**config.mk**
```make
export PLATFORM = sky130hd
export DESIGN_NAME = lwc_do_sink
export DESIGN_NICKNAME = d
export VERILOG_FILES = /design/src/rtl/lwc_do_sink.sv
export SDC_FILE = /design/constraint.sdc
export NUM_CORES = 1
export LEC_CHECK = 0
export ABC_CLOCK_PERIOD_IN_PS = 3700
export CAP_MARGIN = 20
export CORE_MARGIN = 1.5
export CORE_UTILIZATION = 32
export CTS_BUF_LIST = sky130_fd_sc_hd__clkbuf_8 sky130_fd_sc_hd__clkbuf_16
export CTS_CLUSTER_DIAMETER = 30
export DETAILED_ROUTE_END_ITERATION = 16
export PLACE_DENSITY_LB_ADDON = 0.05
export SYNTH_ARGS = -nofsm -noshare
export SYNTH_HDL_FRONTEND = slang
export SYNTH_SLANG_ARGS = --single-unit
```
**constraint.sdc**
```tcl
create_clock -name clk -period 3.7 [get_ports clk]
set_clock_uncertainty 0.05 [all_clocks]
set_input_delay 1.11 -clock clk [delete_from_list [all_inputs] [get_ports clk]]
set_output_delay 1.11 -clock clk [all_outputs]
set_load 0.005 [all_outputs]
```
**src/rtl/lwc_do_sink.sv**
```systemverilog
// LWC-API "do" stream sink: strips segment headers, forwards payload with keep/last, captures status.
// Optional expected-tag comparison is compiled in with `define LWC_DO_TAGCHK_EN.
module lwc_do_sink #(
    parameter int LENW = 16,
    parameter int TAGW = 128
) (
    input  logic            clk,
    input  logic            rst,
    input  logic [31:0]     do_data,
    input  logic            do_valid,
    input  logic            do_last,
    output logic            do_ready,
    output logic [31:0]     m_data,
    output logic [3:0]      m_keep,
    output logic            m_last,
    output logic [3:0]      m_type,
    output logic            m_valid,
    input  logic            m_ready,
    output logic            status_valid,
    output logic            status_ok,
    output logic            err_proto
`ifdef LWC_DO_TAGCHK_EN
    ,
    input  logic [TAGW-1:0] exp_tag,
    output logic            tag_match
`endif
);

    typedef enum logic [1:0] {S_HDR, S_DATA, S_ERR} state_t;

    state_t          state, state_nxt;
    logic [LENW-1:0] cnt, cnt_nxt;
    logic [3:0]      seg_type;
    logic [3:0]      hdr_type;
    logic            seg_load, word_load, stat_pulse, proto_err;
    logic [3:0]      keep_nxt;
    logic            last_nxt;

    assign hdr_type = do_data[31:28];

    always_ff @(posedge clk) begin
        if (!rst) state <= S_HDR;
        else      state <= state_nxt;
    end

    // Headers never occupy the output register, so HDR accepts even while a payload word is held.
    always_comb begin
        state_nxt  = state;
        cnt_nxt    = cnt;
        do_ready   = 1'b0;
        seg_load   = 1'b0;
        word_load  = 1'b0;
        stat_pulse = 1'b0;
        proto_err  = 1'b0;
        keep_nxt   = 4'b1111;
        last_nxt   = 1'b0;
        case (state)
            S_HDR: begin
                do_ready = rst;
                if (do_valid && do_ready) begin
                    if (hdr_type >= 4'hE) begin
                        stat_pulse = 1'b1;
                        proto_err  = !do_last;
                    end else if (hdr_type <= 4'h3 || do_last) begin
                        proto_err = 1'b1;
                        state_nxt = S_ERR;
                    end else begin
                        seg_load = 1'b1;
                        cnt_nxt  = do_data[LENW-1:0];
                        if (do_data[LENW-1:0] != '0) state_nxt = S_DATA;
                    end
                end
            end
            S_DATA: begin
                do_ready = rst && (!m_valid || m_ready);
                if (do_valid && do_ready) begin
                    if (do_last) begin
                        proto_err = 1'b1;
                        state_nxt = S_ERR;
                    end else begin
                        word_load = 1'b1;
                        if (cnt > LENW'(4)) begin
                            cnt_nxt = cnt - LENW'(4);
                        end else begin
                            cnt_nxt   = '0;
                            last_nxt  = 1'b1;
                            state_nxt = S_HDR;
                            case (cnt[2:0])
                                3'd1:    keep_nxt = 4'b1000;
                                3'd2:    keep_nxt = 4'b1100;
                                3'd3:    keep_nxt = 4'b1110;
                                default: keep_nxt = 4'b1111;
                            endcase
                        end
                    end
                end
            end
            default: ;
        endcase
    end

`ifdef LWC_DO_TAGCHK_EN
    logic [TAGW-1:0] tag_sr;
    logic            tag_seen, tag_ok;

    // Tag words are checked MSB-first by shifting a copy of exp_tag as words arrive.
    always_ff @(posedge clk) begin
        if (!rst) begin
            tag_sr    <= '0;
            tag_seen  <= 1'b0;
            tag_ok    <= 1'b0;
            tag_match <= 1'b0;
        end else begin
            if (seg_load && hdr_type == 4'h8) begin
                tag_seen <= 1'b1;
                tag_ok   <= (do_data[LENW-1:0] == LENW'(TAGW/8));
                tag_sr   <= exp_tag;
            end else if (word_load && seg_type == 4'h8) begin
                tag_ok <= tag_ok && (do_data == tag_sr[TAGW-1 -: 32]);
                tag_sr <= tag_sr << 32;
            end
            if (stat_pulse) begin
                tag_match <= tag_seen && tag_ok;
                tag_seen  <= 1'b0;
            end
        end
    end

    logic stat_ok_nxt;
    assign stat_ok_nxt = (hdr_type == 4'hE) && (!tag_seen || tag_ok);
`else
    logic stat_ok_nxt;
    assign stat_ok_nxt = (hdr_type == 4'hE);
`endif

    always_ff @(posedge clk) begin
        if (!rst) begin
            cnt          <= '0;
            seg_type     <= 4'h0;
            m_data       <= 32'h0;
            m_keep       <= 4'h0;
            m_last       <= 1'b0;
            m_type       <= 4'h0;
            m_valid      <= 1'b0;
            status_valid <= 1'b0;
            status_ok    <= 1'b0;
            err_proto    <= 1'b0;
        end else begin
            cnt          <= cnt_nxt;
            status_valid <= stat_pulse;
            if (stat_pulse) status_ok <= stat_ok_nxt;
            if (proto_err)  err_proto <= 1'b1;
            if (seg_load)   seg_type  <= hdr_type;
            if (word_load) begin
                m_valid <= 1'b1;
                m_data  <= do_data;
                m_keep  <= keep_nxt;
                m_last  <= last_nxt;
                m_type  <= seg_type;
            end else if (m_ready) begin
                m_valid <= 1'b0;
            end
        end
    end

endmodule

```
==> flow_summary_export.csv <==
group,metric,value,unit
final_layout,drive_above_1_share,7.399,%
global_routing,gr-total-overflow,0,
floorplanning,die_area,9825,sq um
drt,first_pass_iters,4,
drt,drcViolationCount,0,
floorplanning,start_util,33.41,%
final_layout,nets,480,
floorplanning,coreArea,8848,sq um
global_routing,grt_usage,17.35,%
cts,clkTransAtPathRegs,0.07,ns
sta,slew-limit-headroom,64.04,%
sta,finalSetupViolations,0,
sta,rsz0062_at_grt,"no",
final_layout,final_common_cell,"nand2_1",
placed_design,port_buffers,82,
flow_run,maxCapViolCount,0,
cts,cts_setup_buffers,0,
final_layout,final_cells,554,
cts,cts_tree,"yes",
synthesis,ys_seq_area_share,45.37,%
drt,drt-initial-drc-count,87,
floorplanning,rows,34,
setup_path,crit_path_frequent_cell,"clkdlybuf4s50_1",
synthesis,syn_area,2957,sq um
setup_path,required,2.54,ns
sta,fin_crit,3.567,ns
drt,via_per_inst,5.164,
setup_path,cp_slowest_cell,"clkdlybuf4s50_1",
setup_path,critPathTopFamily,"buffers and inverters",
final_layout,final_cell_mix,"nand2_1 (93), clkdlybuf4s50_1 (82), dfxtp_1 (67)",
power,power_density,409.8,nW/um^2
global_routing,antenna_found_initial,0,
placed_design,place_hpwl,5.719,mm
sta,period_share,96.40,%
synthesis,synth-seq-cells,67,
floorplanning,die_w,99.12,um
floorplanning,die_h,99.12,um
synthesis,yosysWarningCount,0,
synthesis,syn_inst,361,
final_layout,antenna_cells,0,
placed_design,placedCellCount,538,
setup_path,crit_buf_inv,3,
worst_hold_path,hold_class,"reg2reg",
setup_path,arrival,2.41,ns
setup_path,path_cells,"clkdlybuf4s50_1 > clkinv_1 > a211oi_1 > clkdlybuf4s50_1",
drt,wl_per_cell,15.17,um
setup_path,ff2ff_setup_slack,1.44,ns
setup_path,cp-start-kind,"primary input",
synthesis,synth_fp_nets,400,
setup_path,crit_path_end_kind,"output pin",
placed_design,routabilityCongestion,0.7873,
cts,htree_levels,3,
sta,finalSetupTns,0,ns
sta,tightest_slew,0.5394,ns
cts,cts_root_buffer,"clkbuf_8",
setup_path,worst-setup-path-type,"in2out",
power,peakVddDrop,0.2018,mV
global_routing,grt_max_degree,39,
run_status,status,"finished clean",
sta,hold_viol_final,0,
cts,cts_buffer_depth,2,
synthesis,synthDistinctLibCells,55,
floorplanning,io_pins,83,
cts,cts_resized,0,
sta,whs,0.4039,ns
final_layout,area_growth,38.21,%
power,p_leak,1.428,nW
cts,cts_buffers,9,
cts,clock_sinks,67,
setup_path,crit_path_max_fanout,2,
sta,clock.fmax,280.4,MHz
sta,slew_viol_final,0,
synthesis,synth_edf_count,0,
synthesis,ys.flop_type,"dfxtp_1",
global_routing,grt_pass1_vias,2665,
setup_path,critPathMaxStageDelay,0.53,ns
synthesis,syn_area_per_cell,8.190,sq um
drt,wl,8.404,mm
cts,cts_hold_buf,0,
drt,ant_nets,0,
synthesis,ys_async_sr_fraction,0,%
global_routing,grt_pass1_wl,13.44,mm
drt,num_vias,2861,
cts,insertion_delay,0.34,ns
path summary, 6_finish.rpt:
| check | startpoint | end | cells past startpoint |
|---|---|---|---|
| max reg2reg | cnt[8]$_SDFFE_PN0P_ | cnt[15]$_SDFFE_PN0P_ | 5 |
| min reg2reg | m_data[29]$_SDFFE_PN0P_ | m_data[29]$_SDFFE_PN0P_ | 2 |
| max | rst | do_ready | 4 |
| min | m_data[29]$_SDFFE_PN0P_ | m_data[29]$_SDFFE_PN0P_ | 2 |
area by class of cell:
cell class	instances	area, sq um
fill	893	4762
multi-input combinational	265	1470
sequential	67	1341
timing repair buffer	91	900.9
clock buffer	11	151.4
tap	108	135.1
clock inverter	5	61.31
inverter	7	26.28
synthesized netlist by cell type, types with 3 or more instances:
| cell | number | area (sq um) |
|---|---|---|
| a21boi_0 | 14 | 105.1 |
| a21oi_1 | 37 | 185.2 |
| a31oi_1 | 3 | 18.77 |
| a32o_1 | 7 | 70.07 |
| buf_2 | 9 | 45.04 |
| clkbuf_1 | 9 | 33.78 |
| dfxtp_1 | 67 | 1341 |
| inv_1 | 6 | 22.52 |
| mux2i_1 | 3 | 30.03 |
| nand2_1 | 93 | 349.1 |
| nand3_1 | 5 | 25.02 |
| nor2_1 | 17 | 63.81 |
| nor3_1 | 8 | 40.04 |
| nor4_1 | 6 | 37.54 |
| o211ai_1 | 3 | 22.52 |
| o21a_1 | 3 | 22.52 |
| o21ai_0 | 18 | 90.09 |
| o22ai_1 | 4 | 25.02 |
| o31ai_1 | 3 | 22.52 |
| or3_1 | 3 | 18.77 |
| or4_1 | 3 | 22.52 |
kinds of logic (layout without fill, tap and decap cells):
kind of cell             count (synthesis)  after routing  share of synthesized area, %
adder cells (fa/ha/maj)                  2              2                        0.8462
buffers and inverters                   29            114                         4.993
AO/OA/AOI/OAI                          108            108                         23.91
flip-flops                              67             67                         45.37
AND/OR/NAND/NOR                        151            151                         23.57
XOR/XNOR                                 1              1                        0.2963
multiplexers                             3              3                         1.016
through the flow:
stage,setup slack (ns),util [%],cell area [sq um],power (W)
finish,0.1331,46.18,4086,0.001674
global route,0.03622,46.18,4086,0.001768
CTS,0.1208,46.18,4086,0.001693
detailed placement,0.1234,43.78,3874,0.001044
global placement,0.1433,43.78,3874,0.001043
floorplan,0.8450,-,2957,0.0009373
power by group:
part | internal [W] | total (W) | switching [W]
Clock | 0.000349 | 0.000645 | 0.000296
Sequential | 0.000742 | 0.000767 | 0.0000249
Combinational | 0.000123 | 0.000263 | 0.000140
worst register-to-register path, cell delays in order (launching register included):
cell and delay (ns):
dfxtp_1 0.39, nor4_1 0.49, o2111ai_1 0.30, and2_1 0.40
a32o_1 0.33, a32o_1 0.19
registers in the layout (all words and copies together), names as in the netlist:
signal        flops
cnt              16
err_proto         1
m_data           32
m_keep            4
m_last            1
m_type            4
m_valid           1
seg_type          4
state             2
status_ok         1
status_valid      1
metal layers:
layer  track usage, %  part of all wire (%)  vias up
met4            8.559                   2.4        0
met3            3.443                   4.9       16
met5                0                     0        -
met2            26.21                    43       82
met1            23.72                    50     1314
li1                 -                     -     1449
No activity file was read; power rests on OpenSTA's default activity.
==> RTL edit: new RTL, same flow settings <==
The option `LWC_DO_TAGCHK_EN` is turned on by a define.
--- a/src/rtl/lwc_do_sink.sv
+++ b/src/rtl/lwc_do_sink.sv
@@ -1,4 +1,6 @@
 // LWC-API "do" stream sink: strips segment headers, forwards payload with keep/last, captures status.
 // Optional expected-tag comparison is compiled in with `define LWC_DO_TAGCHK_EN.
+`define LWC_DO_TAGCHK_EN
+
 module lwc_do_sink #(
     parameter int LENW = 16,
Ports: changed (added exp_tag and tag_match); port bits go from 83 to 212. The function was not compared with the original's and may differ.
==> RTL edit against the unedited design <==
- largest cell class unchanged
- sequential cell count increased by 131
- register-to-register slack lost 200 ps
- worst setup slack lost 15 ps
- wire length grew to 3.4 times the old value
- critical path type unchanged
- highest routed layer unchanged
- maximum frequency is 0.42% lower
- synthesized area increased to 2.9 times the old value
- total power increased to 2.7 times the old value
- design area rose to 2.9 times the old value
==> RTL edit: results (changes against the unedited design) <==
| Metric | Value |
|---|---|
| Crit path launch | m_ready (was rst) |
| Met1 Resource Use GR | 30.54% (was 23.72%) |
| Maximum VDD drop | 0.2528 mV (was 0.2018 mV) |
| Layout Nets | 1313 (was 480) |
| FF-to-FF End | cnt[6] (was cnt[15]) |
| Seq/Total Area, Yosys | 46.05% (was 45.37%) |
| CTS Root Cell | clkbuf_16 (was clkbuf_8) |
| GRT Overall Usage | 20.45% (was 17.35%) |
| Crit path max fanout | 3 (was 2) |
| Wire per inst | 19.01 um (was 15.17 um) |
| Regs by FF count | tag_sr (128), m_data (32), cnt (16) (was m_data (32), cnt (16)) |
| Vias in the first global route | 7253 (was 2665) |
| CTS buffer count | 17 (was 9) |
| Largest net degree at the start of global routing | 180 (was 39) |
| DP Worst Slack | 81.48 ps (was 123.4 ps) |
| Status | complete, no violations (unchanged) |
| Min-delay src | m_data[23] (was m_data[29]) |
| Net count after synthesis | 1128 (was 400) |
| M2 GR Usage | 30.51% (was 26.21%) |
| R2R setup slack | 1240 ps (was 1440 ps) |
| First-pass GRT wire length | 43910 um (was 13440 um) |
| H-tree levels | 4 (was 3) |
| Grt met3 use | 3.398% (was 3.443%) |
| R2r startpoint | cnt[2] (was cnt[8]) |
| Skew-Pair Late Insertion Delay | 440 ps (was 340 ps) |
| Synth unique cells | 54 (was 55) |
| Drt first pass iters | 5 (was 4) |
| Hold Path End | m_data[23] (was m_data[29]) |
| Relative slew slack | 31.11% (was 64.04%) |
| Most area-consuming cells after synthesis | dfxtp_1 (46%), mux2i_1 (12%), a211oi_1 (8.4%) (was dfxtp_1 (45%), nand2_1 (12%), a21oi_1 (6.3%)) |
| Layout cells sized above 1 | 6.477% (was 7.399%) |
| Pleak | 4.827 nW (was 1.428 nW) |
| Top cells by count, synth | dfxtp_1 (198), nor2_1 (143), mux2i_1 (100), a211oi_1 (96), nand2_1 (91) (was nand2_1 (93), dfxtp_1 (67), a21oi_1 (37), o21ai_0 (18), nor2_1 (17)) |
| Filler cell count | 2610 (was 893) |
| DRT iter0 DRCs | 474 (was 87) |
| Fin worst setup slack | 118.2 ps (was 133.1 ps) |
[RTL edit: per-stage QoR]
step | hold WS, ps | util (%) | cells | cell area, um2
finish | 407.6 | 44.81 | 1493 | 11740
global route | 417.5 | 44.81 | 1493 | 11740
detailed placement | 397.9 | 42.51 | 1462 | 11140
CTS | 408.4 | 44.79 | 1493 | 11740
floorplan | 389.4 | - | 961 | 8607
global placement | 391.4 | 42.51 | 1462 | 11140
[RTL edit: timing repair]
| action | 4_1_cts | 5_1_grt |
|---|---|---|
| gates resized for setup | 0 | 1 |
| endpoints found under the setup margin | 0 | 1 |
| hold buffers | 0 | 0 |
| setup buffers | 0 | 0 |
[RTL edit: per-layer routing]
layer  routed length [um]  share of wire [%]  vias up
met5                    0                  0        -
met1                14500                 51     3559
met4                  321                1.1        0
met3                 1176                4.1       24
li1                     -                  -     3834
met2                12380                 44      204
[RTL edit: logic make-up after synthesis]
logic type | share of synthesized area, %
multiplexers | 11.63
adder cells (fa/ha/maj) | 0.2907
AND/OR/NAND/NOR | 15.80
XOR/XNOR | 3.358
buffers and inverters | 3.998
AO/OA/AOI/OAI | 18.87
flip-flops | 46.05
[RTL edit: layout make-up]
type / instances / area share, %
Clock inverter: 13 / 1.343
Timing Repair Buffer: 243 / 20.35
Tap cell: 335 / 3.570
Multi-Input combinational cell: 677 / 36.91
Sequential cell: 198 / 33.76
Clock buffer: 18 / 3.740
Inverter: 9 / 0.3303
[RTL edit: where the power goes]
group	switching (mW)	internal, mW	leakage (nW)
registers	0.0269	2.16	1.60
logic	0.241	0.256	2.94
clock network	0.937	0.983	0.294
[RTL edit: worst min-delay path, stage by stage (launching register included)]
cell and delay (ps):
dfxtp_1 320, nand2_1 50, a21oi_1 50
